--- src/rtl/decode_pkg.sv ---
// decode_pkg: control-bundle layout, ALU/data-size encodings and the DLX opcode decoder
package decode_pkg;

    localparam int CTRL_W          = 19;
    localparam int CTRL_PCTOREG    = 18;
    localparam int CTRL_REGTOPC    = 17;
    localparam int CTRL_JUMP       = 16;
    localparam int CTRL_BRANCH     = 15;
    localparam int CTRL_BRANCHZERO = 14;
    localparam int CTRL_RTYPE      = 13;
    localparam int CTRL_REGWRITE   = 12;
    localparam int CTRL_MEMTOREG   = 11;
    localparam int CTRL_MEMWRITE   = 10;
    localparam int CTRL_LOADSIGN   = 9;
    localparam int CTRL_MUL        = 8;
    localparam int CTRL_EXTOP      = 7;
    localparam int CTRL_LHIOP      = 6;
    localparam int CTRL_DSIZE_LO   = 4;
    localparam int CTRL_ALU_LO     = 0;

    typedef enum logic [3:0] {
        ALU_ADD, ALU_SUB, ALU_AND, ALU_OR, ALU_XOR, ALU_SLL, ALU_SRL, ALU_SRA,
        ALU_SEQ, ALU_SNE, ALU_SLT, ALU_SGT, ALU_SLE, ALU_SGE
    } alu_op_e;

    typedef enum logic [1:0] {DS_BYTE, DS_HALF, DS_WORD} dsize_e;

    // First member is the MSB, so the struct matches the CTRL_* indices above.
    typedef struct packed {
        logic    pc_to_reg;
        logic    reg_to_pc;
        logic    jump;
        logic    branch;
        logic    branch_zero;
        logic    rtype;
        logic    reg_write;
        logic    mem_to_reg;
        logic    mem_write;
        logic    load_sign;
        logic    mul;
        logic    ext_op;
        logic    lhi_op;
        dsize_e  dsize;
        alu_op_e alu;
    } ctrl_t;

    localparam ctrl_t BUBBLE = '0;

    // Unknown opcodes/functs decode to the bubble so they can never write state.
    function automatic ctrl_t decode_ctrl(input logic [5:0] op, input logic [5:0] fn);
        ctrl_t c;
        c = BUBBLE;
        case (op)
            6'h00: begin
                c.rtype = 1'b1;
                c.reg_write = 1'b1;
                case (fn)
                    6'h04: c.alu = ALU_SLL;
                    6'h06: c.alu = ALU_SRL;
                    6'h07: c.alu = ALU_SRA;
                    6'h20, 6'h21: c.alu = ALU_ADD;
                    6'h22, 6'h23: c.alu = ALU_SUB;
                    6'h24: c.alu = ALU_AND;
                    6'h25: c.alu = ALU_OR;
                    6'h26: c.alu = ALU_XOR;
                    6'h28, 6'h29, 6'h2A, 6'h2B, 6'h2C, 6'h2D: c.alu = alu_op_e'({1'b1, fn[2:0]});
                    default: c = BUBBLE;
                endcase
            end
            6'h01: if (fn == 6'h0E) begin c.rtype = 1'b1; c.reg_write = 1'b1; c.mul = 1'b1; end
            6'h02: c.jump = 1'b1;
            6'h03: begin c.jump = 1'b1; c.pc_to_reg = 1'b1; c.reg_write = 1'b1; end
            6'h04, 6'h05: begin c.branch = 1'b1; c.branch_zero = ~op[0]; c.ext_op = 1'b1; end
            6'h08: begin c.reg_write = 1'b1; c.ext_op = 1'b1; c.alu = ALU_ADD; end
            6'h09: begin c.reg_write = 1'b1; c.alu = ALU_ADD; end
            6'h0A: begin c.reg_write = 1'b1; c.ext_op = 1'b1; c.alu = ALU_SUB; end
            6'h0B: begin c.reg_write = 1'b1; c.alu = ALU_SUB; end
            6'h0C: begin c.reg_write = 1'b1; c.alu = ALU_AND; end
            6'h0D: begin c.reg_write = 1'b1; c.alu = ALU_OR; end
            6'h0E: begin c.reg_write = 1'b1; c.alu = ALU_XOR; end
            6'h0F: begin c.reg_write = 1'b1; c.lhi_op = 1'b1; c.alu = ALU_SLL; end
            6'h12: begin c.jump = 1'b1; c.reg_to_pc = 1'b1; end
            6'h13: begin c.jump = 1'b1; c.reg_to_pc = 1'b1; c.pc_to_reg = 1'b1; c.reg_write = 1'b1; end
            6'h14: begin c.reg_write = 1'b1; c.alu = ALU_SLL; end
            6'h16: begin c.reg_write = 1'b1; c.alu = ALU_SRL; end
            6'h17: begin c.reg_write = 1'b1; c.alu = ALU_SRA; end
            6'h18, 6'h19, 6'h1A, 6'h1B, 6'h1C, 6'h1D: begin
                c.reg_write = 1'b1;
                c.ext_op = 1'b1;
                c.alu = alu_op_e'({1'b1, op[2:0]});
            end
            6'h20, 6'h21, 6'h23, 6'h24, 6'h25: begin
                c.reg_write = 1'b1;
                c.mem_to_reg = 1'b1;
                c.ext_op = 1'b1;
                c.load_sign = ~op[2];
                c.dsize = (op[1:0] == 2'b11) ? DS_WORD : (op[0] ? DS_HALF : DS_BYTE);
            end
            6'h28, 6'h29, 6'h2B: begin
                c.mem_write = 1'b1;
                c.ext_op = 1'b1;
                c.dsize = (op[1:0] == 2'b11) ? DS_WORD : (op[0] ? DS_HALF : DS_BYTE);
            end
            default: c = BUBBLE;
        endcase
        return c;
    endfunction

endpackage

--- src/rtl/decode_stage_pipelined_hazard.sv ---
// decode_hazard_unit: load-use hazard detection and the stall request back to IF/ID
//   reset    : active-low reset, forces stall low
//   valid    : ID holds a real instruction
//   flush    : ID instruction is being killed
//   ex_stall : EX cannot accept
//   ex_valid, ex_load, ex_dest : the instruction currently in EX
//   rs1, rs2 : ID source registers; uses_rs2 marks instructions that actually read rs2
//   hazard   : ID must wait one cycle for the load in EX
//   stall    : freeze PC and IF/ID
module decode_hazard_unit #(
    parameter int RADDR_W = 5
) (
    input  logic               reset,
    input  logic               valid,
    input  logic               flush,
    input  logic               ex_stall,
    input  logic               ex_valid,
    input  logic               ex_load,
    input  logic [RADDR_W-1:0] ex_dest,
    input  logic [RADDR_W-1:0] rs1,
    input  logic [RADDR_W-1:0] rs2,
    input  logic               uses_rs2,
    output logic               hazard,
    output logic               stall
);
    assign hazard = valid & ex_valid & ex_load & (ex_dest != '0) &
                    ((ex_dest == rs1) | ((ex_dest == rs2) & uses_rs2));
    assign stall  = reset & valid & (ex_stall | hazard) & ~flush;
endmodule

--- src/rtl/decode_stage_pipelined.sv ---
// decode_stage_pipelined: DLX decode with ID/EX register, load-use bubble, EX-stall hold and flush
//   inputs : IF/ID slot (valid_in, nextPC_in, instruction_in), register-file reads (busA_in, busB_in),
//            flush_in, ex_stall_in and the EX-stage load info (ex_valid_in, ex_MemToReg_in, ex_destReg_in)
//   outputs: stall_out (combinational) and the registered ID/EX slot (valid_out, ctrl_out, nextPC_out,
//            busA_out, busB_out, storeData_out, imm16_out, imm26_out, destReg_out)
//   DECODE_WB_BYPASS_EN adds wb_RegWrite_in/wb_destReg_in/wb_data_in to forward the write-back value
module decode_stage_pipelined
    import decode_pkg::*;
#(
    parameter int SIZE      = 32,
    parameter int RADDR_W   = 5,
    parameter int LINK_REG  = 31,
    parameter int LHI_SHIFT = 16
) (
    input  logic               clk,
    input  logic               reset,
    input  logic               valid_in,
    input  logic [SIZE-1:0]    nextPC_in,
    input  logic [31:0]        instruction_in,
    input  logic [SIZE-1:0]    busA_in,
    input  logic [SIZE-1:0]    busB_in,
    input  logic               flush_in,
    input  logic               ex_stall_in,
    input  logic               ex_valid_in,
    input  logic               ex_MemToReg_in,
    input  logic [RADDR_W-1:0] ex_destReg_in,
`ifdef DECODE_WB_BYPASS_EN
    input  logic               wb_RegWrite_in,
    input  logic [RADDR_W-1:0] wb_destReg_in,
    input  logic [SIZE-1:0]    wb_data_in,
`endif
    output logic               stall_out,
    output logic               valid_out,
    output logic [CTRL_W-1:0]  ctrl_out,
    output logic [SIZE-1:0]    nextPC_out,
    output logic [SIZE-1:0]    busA_out,
    output logic [SIZE-1:0]    busB_out,
    output logic [SIZE-1:0]    storeData_out,
    output logic [15:0]        imm16_out,
    output logic [25:0]        imm26_out,
    output logic [RADDR_W-1:0] destReg_out
);
    logic [RADDR_W-1:0] rs1, rs2, rd, rw;
    logic [SIZE-1:0]    a_src, b_src, imm_zx, imm_sx, op_a, op_b;
    ctrl_t              dec, ctrl_d;
    logic               hazard;

    assign rs1    = RADDR_W'(instruction_in[25:21]);
    assign rs2    = RADDR_W'(instruction_in[20:16]);
    assign rd     = RADDR_W'(instruction_in[15:11]);
    assign imm_zx = {{(SIZE-16){1'b0}}, instruction_in[15:0]};
    assign imm_sx = {{(SIZE-16){instruction_in[15]}}, instruction_in[15:0]};

`ifdef DECODE_WB_BYPASS_EN
    assign a_src = (wb_RegWrite_in && wb_destReg_in != '0 && wb_destReg_in == rs1) ? wb_data_in : busA_in;
    assign b_src = (wb_RegWrite_in && wb_destReg_in != '0 && wb_destReg_in == rs2) ? wb_data_in : busB_in;
`else
    assign a_src = busA_in;
    assign b_src = busB_in;
`endif

    always_comb begin
        dec = decode_ctrl(instruction_in[31:26], instruction_in[5:0]);
        rw = dec.pc_to_reg ? RADDR_W'(LINK_REG) : (dec.rtype ? rd : rs2);
        ctrl_d = dec;
        ctrl_d.reg_write = dec.reg_write & (rw != '0);
        op_a = dec.lhi_op ? imm_zx : a_src;
        op_b = dec.rtype ? b_src : (dec.lhi_op ? SIZE'(LHI_SHIFT) : (dec.ext_op ? imm_sx : imm_zx));
    end

    decode_hazard_unit #(.RADDR_W(RADDR_W)) u_hazard (
        .reset    (reset),
        .valid    (valid_in),
        .flush    (flush_in),
        .ex_stall (ex_stall_in),
        .ex_valid (ex_valid_in),
        .ex_load  (ex_MemToReg_in),
        .ex_dest  (ex_destReg_in),
        .rs1      (rs1),
        .rs2      (rs2),
        .uses_rs2 (dec.rtype | dec.mem_write | dec.branch),
        .hazard   (hazard),
        .stall    (stall_out)
    );

    // Data fields of a bubble are don't-care, so they follow the slot whenever it is not held.
    always_ff @(posedge clk or negedge reset) begin
        if (!reset) begin
            valid_out     <= 1'b0;
            ctrl_out      <= BUBBLE;
            nextPC_out    <= '0;
            busA_out      <= '0;
            busB_out      <= '0;
            storeData_out <= '0;
            imm16_out     <= '0;
            imm26_out     <= '0;
            destReg_out   <= '0;
        end else begin
            if (flush_in || !ex_stall_in) begin
                nextPC_out    <= nextPC_in;
                busA_out      <= op_a;
                busB_out      <= op_b;
                storeData_out <= b_src;
                imm16_out     <= instruction_in[15:0];
                imm26_out     <= instruction_in[25:0];
                destReg_out   <= rw;
            end
            if (flush_in || (!ex_stall_in && (hazard || !valid_in))) begin
                valid_out <= 1'b0;
                ctrl_out  <= BUBBLE;
            end else if (!ex_stall_in) begin
                valid_out <= 1'b1;
                ctrl_out  <= ctrl_d;
            end
        end
    end
endmodule

--- config.mk ---
export PLATFORM = sky130hd
export DESIGN_NAME = decode_stage_pipelined
export DESIGN_NICKNAME = d
export VERILOG_FILES = /design/src/rtl/decode_pkg.sv /design/src/rtl/decode_stage_pipelined_hazard.sv /design/src/rtl/decode_stage_pipelined.sv
export SDC_FILE = /design/constraint.sdc
export NUM_CORES = 1
export LEC_CHECK = 0
export BUFFER_PORTS_ARGS = -buffer_cell sky130_fd_sc_hd__buf_2
export CORE_MARGIN = 3
export CORE_UTILIZATION = 48
export DETAILED_ROUTE_END_ITERATION = 10
export PLACE_DENSITY = 0.8
export SYNTH_ARGS = -nofsm -noshare
export SYNTH_HDL_FRONTEND = slang
export SYNTH_HIERARCHICAL = 1
export SYNTH_SLANG_ARGS = --single-unit
--- constraint.sdc ---
create_clock -name clk -period 2.3 [get_ports clk]
set_input_delay 0.115 -clock clk [delete_from_list [all_inputs] [get_ports clk]]
set_output_delay 0.115 -clock clk [all_outputs]
set_load 0.01 [all_outputs]
=== After elaboration in Yosys (flattened, before gate mapping) ===
Cells that the tools add are included.

* Memories: 0
* RAM bits: 0
* Input port bits: 140
* Bits in latches: 0
* Register bits: 195
* Logic and storage cells: 132
* ROM bits: 0

* Shift-type cells: 0
* Equal/unequal tests: 53
* $mul: 0
* Bitwise operators: 16
* Reduce and logical (&&, ||, !) cells: 24
* Div/mod/pow operators: 0
* $lt $le $gt $ge: 0
* Add/sub/neg operators: 0
* Multiplexer cells: 30

{| class="wikitable"
|+ Operators by type and width
! kind !! number
|-
| two-way mux 32 bit || 4
|-
| == test 6 bit (second input constant) || 21
|-
| == test 6 x 5 -> 1 bit (second input constant) || 11
|-
| == test 6 x 4 -> 1 bit (second input constant) || 9
|-
| two-way mux 19 bit || 2
|-
| one-hot mux 4 bit (9 select lines) || 1
|-
| one-hot mux 4 bit (8 select lines) || 1
|-
| == test 6 x 3 -> 1 bit (second input constant) || 5
|-
| OR reduction 24 bit || 1
|-
| one-hot mux 1 bit (2 select lines) || 10
|-
| OR reduction 18 bit || 1
|-
| OR reduction 16 bit || 1
|-
| == test 6 x 2 -> 1 bit (second input constant) || 2
|-
| OR reduction 2 bit || 6
|-
| OR reduction 6 bit || 2
|-
| == test 5 bit || 2
|-
| two-way mux 10 bit || 1
|-
| two-way mux 5 bit || 2
|-
| nonzero test 5 bit || 2
|-
| bitwise AND 1 bit || 9
|-
| one-hot mux 2 bit (2 select lines) || 2
|-
| OR reduction 8 bit || 1
|-
| == test 6 x 1 -> 1 bit (second input constant) || 1
|-
| logical NOT 6 bit || 1
|-
| other kinds (13) || 25
|}

=== Longest topological paths before layout ===
Gate-level depths: netlist (run 1).

* Depth after elaboration: 13
* Gate-level depth with buffers: 15

=== Cells and area by module ===
Netlist (run 1), hierarchy kept.

{| class="wikitable"
|+ Modules (own cells, without submodules)
! module !! instances !! area an instance (um^2) !! cells an instance
|-
| decode_stage_pipelined || 1 || 7941.4 || 887
|-
| decode_hazard_unit || 1 || 167.7 || 23
|}

=== Worst setup path before layout (run 1) ===
Ideal clock, no wire load.

* Kind: input -> register
* From: input port instruction_in[1]
* To: register ctrl_out[17]
* Path buffers: 3
* Arrival time: 2.544 ns
* Required time: 2.235 ns
* Stages on the path: 14
* Slack: -0.310 ns
* Setup time: 0.065 ns
* Path through: buf_2 -> a21boi_0 -> a22oi_2 -> a21boi_4 -> buf_6 -> buf_6 -> o21bai_1 -> nand2_1 -> o22ai_2 -> and2_2 -> nor4b_2 -> and2_1 -> and3_1 -> a22o_1

* Longest elaborated chain between the ends: 13

{| class="wikitable"
|+ RTL lines
! what !! RTL line !! RTL
|-
| start, declared || decode_stage_pipelined.sv:19 || <nowiki>input logic [31:0] instruction_in,</nowiki>
|-
| == test 6 bit / == test 6 x 3 -> 1 bit (equally long branches) || decode_pkg.sv:57 || <nowiki>case (fn)</nowiki>
|-
| OR reduction 16 bit (no source line) || n/a ||
|-
| two-way mux 10 bit || decode_pkg.sv:57 ||
|-
| one-hot mux 1 bit (2 select lines) * || decode_pkg.sv:53 || <nowiki>case (op)</nowiki>
|-
| OR 1 bit * (2 in a row) || decode_stage_pipelined.sv:81 || <nowiki>.uses_rs2 (dec.rtype | dec.mem_write | dec.branch),</nowiki>
|-
| bitwise AND 1 bit * || decode_stage_pipelined_hazard.sv:27 || <nowiki>((ex_dest == rs1) | ((ex_dest == rs2) & uses_rs2));</nowiki>
|-
| OR 1 bit * || decode_stage_pipelined_hazard.sv:27 ||
|-
| bitwise AND 1 bit * || decode_stage_pipelined_hazard.sv:26 || <nowiki>assign hazard = valid & ex_valid & ex_load & (ex_dest != '0) &</nowiki>
|-
| net hazard || decode_stage_pipelined.sv:46 || <nowiki>logic hazard;</nowiki>
|-
| logical OR 1 bit * || decode_stage_pipelined.sv:108 || <nowiki>if (flush_in || (!ex_stall_in && (hazard || !valid_in))) begin</nowiki>
|-
| logical AND 1 bit * || decode_stage_pipelined.sv:108 ||
|-
| logical OR 1 bit * || decode_stage_pipelined.sv:108 ||
|-
| inequality test 2 x 1 -> 1 bit (no source line) / two-way mux 19 bit (equally long branches) || n/a ||
|-
| end signal, assigned || decode_stage_pipelined.sv:113 || <nowiki>ctrl_out <= ctrl_d;</nowiki>
|-
| end, declared || decode_stage_pipelined.sv:34 || <nowiki>output logic [CTRL_W-1:0] ctrl_out,</nowiki>
|}

Mark *: on every way through the listed nets, which the timed path passes. The rest lies on a longest branch.
A chain may end at the register's enable or synchronous reset.

=== Worst setup path in the final report (run 1) ===
* From: input port instruction_in[28]
* To: register busA_out[9]

* Longest elaborated chain between the ends: 3

{| class="wikitable"
|+ RTL lines
! what !! RTL line !! RTL
|-
| == test 6 x 4 -> 1 bit / logical NOT 6 bit (equally long branches) || decode_pkg.sv:53 ||
|-
| one-hot mux 1 bit (2 select lines) * || decode_pkg.sv:53 ||
|-
| two-way mux 32 bit * || decode_stage_pipelined.sv:67 || <nowiki>op_a = dec.lhi_op ? imm_zx : a_src;</nowiki>
|-
| end signal, assigned || decode_stage_pipelined.sv:101 || <nowiki>busA_out <= op_a;</nowiki>
|-
| end, declared || decode_stage_pipelined.sv:36 || <nowiki>output logic [SIZE-1:0] busA_out,</nowiki>
|}

Every way passes the cells marked *; elsewhere a longest branch is shown, timed or not.

==> results of run 1 <==
worst reg2reg max path, stage by stage, from the launching register on:
cell	delay [ps]
sky130_fd_sc_hd__dfrtp_1	380
sky130_fd_sc_hd__nor2_1	140
sky130_fd_sc_hd__a31oi_1	60
sky130_fd_sc_hd__dlygate4sd3_1	580
sequential cells by signal (all words and copies together), names as in the netlist:
| signal | cells |
|---|---|
| storeData_out | 32 |
| destReg_out | 5 |
| valid_out | 1 |
| busB_out | 32 |
| imm16_out | 15 |
| busA_out | 32 |
| ctrl_out | 19 |
| nextPC_out | 32 |
| imm26_out | 11 |
final cells by class:
class / count / share of cell area [%]
sequential: 179 / 38.07
multi-input combinational: 645 / 27.32
timing repair buffer: 488 / 27.21
clock buffer: 19 / 3.765
tap: 216 / 2.297
clock inverter: 12 / 1.117
inverter: 6 / 0.1914
antenna: 1 / 0.02127
kinds of logic after synthesis:
family	count (synthesis)	share of synthesized area [%]
xor gates and xnor gates	13	1.404
AOI/OAI and AO/OA	114	9.999
buffers and inverters	86	5.632
muxes	5	0.6172
DFF	179	55.24
and+or+nand+nor	513	27.11
placed cells by master, fill, tap and decap left out, types with 14 or more instances in the layout:
cell type                         n
sky130_fd_sc_hd__a31oi_1         25
sky130_fd_sc_hd__dlygate4sd3_1  118
sky130_fd_sc_hd__and3_1          14
sky130_fd_sc_hd__dfrtp_1        179
sky130_fd_sc_hd__o21ai_0         24
sky130_fd_sc_hd__nand2_1        375
sky130_fd_sc_hd__nand3_1         37
sky130_fd_sc_hd__buf_4           29
sky130_fd_sc_hd__nor2_1          33
sky130_fd_sc_hd__buf_2          334
sky130_fd_sc_hd__nor3_1          16
sky130_fd_sc_hd__clkbuf_16       17
power groups by stage:
| stage | logic [mW] | registers [mW] | clock network, mW |
|---|---|---|---|
| global route | 1.54 | 3.55 | 3.04 |
| CTS | 1.40 | 3.51 | 2.90 |
| floorplan | 0.470 | 3.69 | 0 |
| finish | 1.42 | 3.52 | 2.86 |
| detailed placement | 1.23 | 3.57 | 0 |
| global placement | 1.21 | 3.56 | 0 |
metal layers:
| layer | GRT usage [%] | up-vias |
|---|---|---|
| met4 | 17.97 | 0 |
| met1 | 35.42 | 4118 |
| met2 | 52.57 | 468 |
| met3 | 6.810 | 126 |
| met5 | 0 | - |
| li1 | - | 3849 |
per-stage QoR:
stage	setup slack, ps	cells	util (%)	instance area, µm²
finish	198.4	1566	72.49	11770
global route	81.45	1565	72.47	11760
CTS	274.2	1565	72.47	11760
detailed placement	17.77	1416	61.66	10010
global placement	121.3	1416	61.66	10010
floorplan	-36.72	910	-	8129
what timing repair did:
action / in CTS / in global routing
hold endpoints to repair: 174 / 0
hold buffers: 118 / 0
gates resized for setup: 0 / 0
worst max path at each step:
stage | start | to | slack (ps) | cells past startpoint
2_1_floorplan | instruction_in[5] | ctrl_out[17]$_DFFE_PN0P_ | -40 | 13
3_3_place_gp | instruction_in[5] | ctrl_out[1]$_DFFE_PN0P_ | 120 | 13
3_5_place_dp | instruction_in[5] | ctrl_out[0]$_DFFE_PN0P_ | 20 | 13
4_1_cts | instruction_in[28] | busA_out[14]$_DFFE_PN0P_ | 270 | 8
5_1_grt | instruction_in[28] | busA_out[9]$_DFFE_PN0P_ | 80 | 8
6_report | instruction_in[28] | busA_out[9]$_DFFE_PN0P_ | 200 | 8
==> flow_summary.toml, run 1 <==
[detailed_routing]
drc = 0
drt.antenna.violating_nets = 0
drt_first_iter_violations = 625
route.vias.total = 8561
route.top_layer_used = "met4"
routed-wl-met2_um = 14370
avgViaCountPerCell = 5.467
wirelength_met1_um = 10570
detail_route.wl_per_cell_um = 18.37
route.final.wire_length_um = 28770
route.met3.wl_um = 2121
detailedRoute.firstPassIterationCount = 6

[power]
internal-power_mw = 5.637
leakage_nw = 6.221
switching_power_mw = 2.169
share_seq_of_total_power_pct = 45.2
fin_total_pwr_mw = 7.805
areal_power_density_over_the_cells_nw_per_um2 = 663.4
power_frac_comb_pct = 18.2
vdd.ir_drop.worst_mv = 0.5072
switching_share_of_power_pct = 27.78
power_frac_clock_pct = 36.6

[worst_hold_path]
worst_hold_path_cell_count = 3
hold_path_end = "busA_out[0]$_DFFE_PN0P_"
min-delay-start = "instruction_in[0]"
timing.hold.worst.class = "input pin to register"

[worst_setup_path]
r2r_cells = 3
path_class = "input pin to register"
worstReg2RegEnd = "busA_out[9]$_DFFE_PN0P_"
rrSetupSlack_ps = 1020
crit_chain = "buf_2 -> buf_4 -> nand2_1 -> or4_1 -> buf_4 -> nand2_1 -> a31oi_1 -> dlygate4sd3_1"
crit_fanout = 13
worst_path_max_delay_cell = "sky130_fd_sc_hd__or4_1"
cp.required_ps = 2600
crit_path_max_incr_delay_ps = 640
critical_path.endpoint_type = "register"
regToRegStartpoint = "busA_out[9]$_DFFE_PN0P_"
crit_arrival_ps = 2400
cpLargestDelayFamily = "buffers and inverters"
cp-start-kind = "input pin"
crit_buf_inv = 4

[cts]
total_clock_buffers_created_by_cts = 17
cts_setup_buffers = 0
cts_htree_levels = 4
cts.clk_slew.worst_paths_ps = 70
cts_tree = "yes"
cts_buffer_depth = 2
clock_latency_ps = 420
cts-root-buf = "sky130_fd_sc_hd__clkbuf_16"
cts_sinks = 179

[grt]
grt_first_pass_wirelength_um = 44440
grt_start_max_net_pins = 97
grt.total_usage_pct = 30.71
grt_antenna_before_repair = 0
overflow = 0
vias_in_the_first_global_route = 8593

[placement]
io_buffer_count = 335
gpl.final_weighted_congestion = 0.9119
hpwl_um = 18540

[logic_synthesis]
synth_nets = 1050
synth-edff-count = 0
syn_avg_cell_area_um2 = 8.911
post_synth_inst_count = 910
postSynth.asyncResetShare_pct = 100.0
mapped_cell_area_um2 = 8109
synthTopCellsByCount = "375 x sky130_fd_sc_hd__nand2_1, 179 x sky130_fd_sc_hd__dfrtp_1, 40 x sky130_fd_sc_hd__clkbuf_1, 37 x sky130_fd_sc_hd__nand3_1, 33 x sky130_fd_sc_hd__nor2_1"
netlist_top_cells_area = "sky130_fd_sc_hd__dfrtp_1 55%, sky130_fd_sc_hd__nand2_1 17%, sky130_fd_sc_hd__nand3_1 2.3%"
synth_sequential_area_ratio_pct = 55.24
synth_cell_type_count = 60
ys_dominant_reg_cell = "sky130_fd_sc_hd__dfrtp_1"
ys_seq_elements = 179
post-synth-top-area-fraction_pct = 55.24
yosys_warnings = 6
synth.most_common_cell = "sky130_fd_sc_hd__nand2_1"
synth.largest_area_cell = "sky130_fd_sc_hd__dfrtp_1"

[timing]
final_hold_viols = 0
finalCritPeriodShare_pct = 91.37
rsz_0062_raised_after_global_routing = "false"
slew-limit-headroom_pct = 58.19
achievable-frequency_ghz = 0.4758
fin_worst_skew_ps = 0
hold_slack_ps = 20.51
totalNegativeSetupSlack_ps = 0
final_setup_fails = 0
final_period_minus_worst_setup_slack_ps = 2102
transition_at_the_pin_with_the_smallest_max_transition_slack_ps = 627.2
timing.final.max_slew_violations = 0

[run]
max_cap_viol_count = 0

[layout]
drive_above_1_share_pct = 30.91
multi_input_area_um2 = 3214
final_net_count = 1477
regArea_um2 = 4479
syn_to_final_growth_pct = 45.09
n_fill_cell = 1135

[die]
die_height_um = 136.0
die-area_um2 = 18490
ioPinCount = 336
core_area_um2 = 16230
initial_utilization_pct = 49.96
rows = 46
floorplan.die.width_um = 136.0

[run_status]
status = "finished, final reports clean"
No activity file was read; power rests on OpenSTA's default activity.
==> run 2: changes to the inputs <==
--- a/config.mk
+++ b/config.mk
@@ -7,9 +7,10 @@
 export LEC_CHECK = 0
 export BUFFER_PORTS_ARGS = -buffer_cell sky130_fd_sc_hd__buf_2
 export CORE_MARGIN = 3
-export CORE_UTILIZATION = 48
+export CORE_UTILIZATION = 50
+export CTS_BUF_LIST = sky130_fd_sc_hd__clkbuf_2
 export DETAILED_ROUTE_END_ITERATION = 10
-export PLACE_DENSITY = 0.8
+export PLACE_DENSITY = 0.83
 export SYNTH_ARGS = -nofsm -noshare
 export SYNTH_HDL_FRONTEND = slang
 export SYNTH_HIERARCHICAL = 1
==> run 2 against run 1 <==
Largest power group unchanged. Fmax is 6.0% lower. Clock power is 46% lower. Via count is 12% higher. Wire length is 21% higher.
==> flow_summary.toml, run 2 (synthesized netlist as in run 1, its figures left out) <==
[grt]
grt_start_max_net_pins = 100
global_route.peak_usage_layer = "met2"
grt.total_usage_pct = 38.41
grt.met2_usage_pct = 63.91
grt_first_pass_wirelength_um = 53590
grt_antenna_before_repair = 3
grt_util_met1_pct = 42.00
overflow = 0
gr-usage-met3_pct = 10.76
vias_in_the_first_global_route = 9844

[worst_hold_path]
timing.hold.worst.class = "input pin to register"

[layout]
final-instance-count-excl-fill = 1683
final_net_count = 1596
n_fill_cell = 846
layout.cells.most_common_list = "374 x sky130_fd_sc_hd__nand2_1, 329 x sky130_fd_sc_hd__buf_2, 234 x sky130_fd_sc_hd__dlygate4sd3_1"
utilization_pct = 81.42
layout.cells.most_common = "sky130_fd_sc_hd__nand2_1"
syn_to_final_growth_pct = 56.02
stdcell_area_um2 = 12650
drive_above_1_share_pct = 28.73

[cts]
cts_htree_levels = 4
cts_sinks = 179
cts_tree = "yes"
total_clock_buffers_created_by_cts = 17
cts.clk_slew.worst_paths_ps = 260
cts-root-buf = "sky130_fd_sc_hd__clkbuf_2"
cts_buffer_depth = 2
clock_latency_ps = 750

[worst_setup_path]
critical_path.endpoint_type = "register"
cp.required_ps = 3020
path_class = "input pin to register"
crit_arrival_ps = 2960
cp-start-kind = "input pin"
crit_fanout = 5

[timing]
transition_at_the_pin_with_the_smallest_max_transition_slack_ps = 632.1
fin_worst_skew_ps = 0
rsz_0062_raised_after_global_routing = "false"
timing.final.max_slew_violations = 0
finalCritPeriodShare_pct = 97.18
achievable-frequency_ghz = 0.4474
final_period_minus_worst_setup_slack_ps = 2235
slew-limit-headroom_pct = 57.86
final_setup_fails = 0
final_hold_viols = 0
totalNegativeSetupSlack_ps = 0

[placement]
post-place-cells = 1412
gpl.final_weighted_congestion = 0.8924
io_buffer_count = 335
hpwl_um = 18410
placement.cell_area_um2 = 9996

[die]
die_height_um = 133.4
core_area_um2 = 15540
ioPinCount = 336
die-area_um2 = 17780
floorplan.die.width_um = 133.4
initial_utilization_pct = 52.18
rows = 45

[detailed_routing]
drt_first_iter_violations = 1046
drt.antenna.violating_nets = 0
detail_route.wl_per_cell_um = 20.65
route.vias.total = 9591
drc = 0
detailedRoute.firstPassIterationCount = 8
avgViaCountPerCell = 5.699
route.final.wire_length_um = 34750

[power]
vdd.ir_drop.worst_mv = 0.3860
leakage_nw = 6.635
fin_total_pwr_mw = 6.830
areal_power_density_over_the_cells_nw_per_um2 = 539.8

[run]
max_cap_viol_count = 0

[run_status]
status = "finished, final reports clean"
## run 2: changes by cell type in the layout (fill, tap and decap cells not counted), moves of 2 or more
cell,delta
sky130_fd_sc_hd__clkbuf_16,-17
sky130_fd_sc_hd__dlymetal6s4s_1,+2
sky130_fd_sc_hd__buf_4,+3
sky130_fd_sc_hd__clkbuf_2,+19
sky130_fd_sc_hd__buf_2,-5
sky130_fd_sc_hd__diode_2,+2
sky130_fd_sc_hd__clkinv_1,+2
sky130_fd_sc_hd__dlygate4sd3_1,+116
sky130_fd_sc_hd__buf_6,+3
## run 2: repair_timing
item                                    CTS  global route
endpoints found under the hold margin   354             1
hold buffers                            236             1
gates resized for setup                   0            16
endpoints found under the setup margin    0             2
buffers inserted                          0             3
## run 2: area by class of cell
| cell class | instances | area (µm²) | area share (%) |
|---|---|---|---|
| clock buffers | 19 | 95.09 | 0.7516 |
| diodes | 3 | 7.507 | 0.05934 |
| clock inverters | 13 | 110.1 | 0.8703 |
| inverters | 6 | 22.52 | 0.1780 |
| repair buffers | 607 | 4419 | 34.93 |
| flip-flops and latches | 179 | 4479 | 35.40 |
| multi-input cells | 645 | 3254 | 25.72 |
| well taps | 211 | 264.0 | 2.087 |
## run 2: where the power goes
part	switching, mW	leakage (nW)	internal, mW
clock	1.15	0.131	0.400
combinational	0.915	4.32	0.823
sequential	0.159	2.19	3.39
total	2.22	6.64	4.61
## run 2: per-stage QoR
step	hold slack [ps]	worst slack (ps)
floorplan	-180.6	-36.72
finish	56.63	64.83
CTS	75.30	33.81
global placement	34.41	102.9
global route	22.70	36.22
detailed placement	37.16	6.255
## run 2: final timing paths
kind	startpoint	to	slack, ps	cells past startpoint
max in group asynchronous	reset	storeData_out[20]$_DFFE_PN0P_	1250	4
worst min register to register	storeData_out[0]$_DFFE_PN0P_	storeData_out[0]$_DFFE_PN0P_	500	2
worst max-delay path	instruction_in[1]	ctrl_out[8]$_DFFE_PN0P_	60	14
worst max register to register	busA_out[10]$_DFFE_PN0P_	busA_out[10]$_DFFE_PN0P_	940	3
worst min-delay path	instruction_in[26]	ctrl_out[18]$_DFFE_PN0P_	60	3
min in group asynchronous	reset	imm16_out[10]$_DFFE_PN0P_	400	4
## run 2: worst max-delay path, stage by stage
cell	delay, ps
sky130_fd_sc_hd__dlygate4sd3_1	530
sky130_fd_sc_hd__buf_2	160
sky130_fd_sc_hd__and2b_1	180
sky130_fd_sc_hd__o211ai_1	270
sky130_fd_sc_hd__a21boi_4	90
sky130_fd_sc_hd__o21bai_4	170
sky130_fd_sc_hd__nand2_2	60
sky130_fd_sc_hd__o22ai_2	80
sky130_fd_sc_hd__and2_4	150
sky130_fd_sc_hd__nor4b_4	200
sky130_fd_sc_hd__buf_4	190
sky130_fd_sc_hd__nand4_1	100
sky130_fd_sc_hd__dlygate4sd3_1	590
sky130_fd_sc_hd__nand2_1	70
## run 2: layer usage
metal | share of wire, % | wire (µm) | vias to the layer above
met5 | 0 | 0 | -
met4 | 8.3 | 2900 | 0
met3 | 9.1 | 3174 | 245
met2 | 49 | 17120 | 748
met1 | 33 | 11560 | 4509
li1 | - | - | 4089
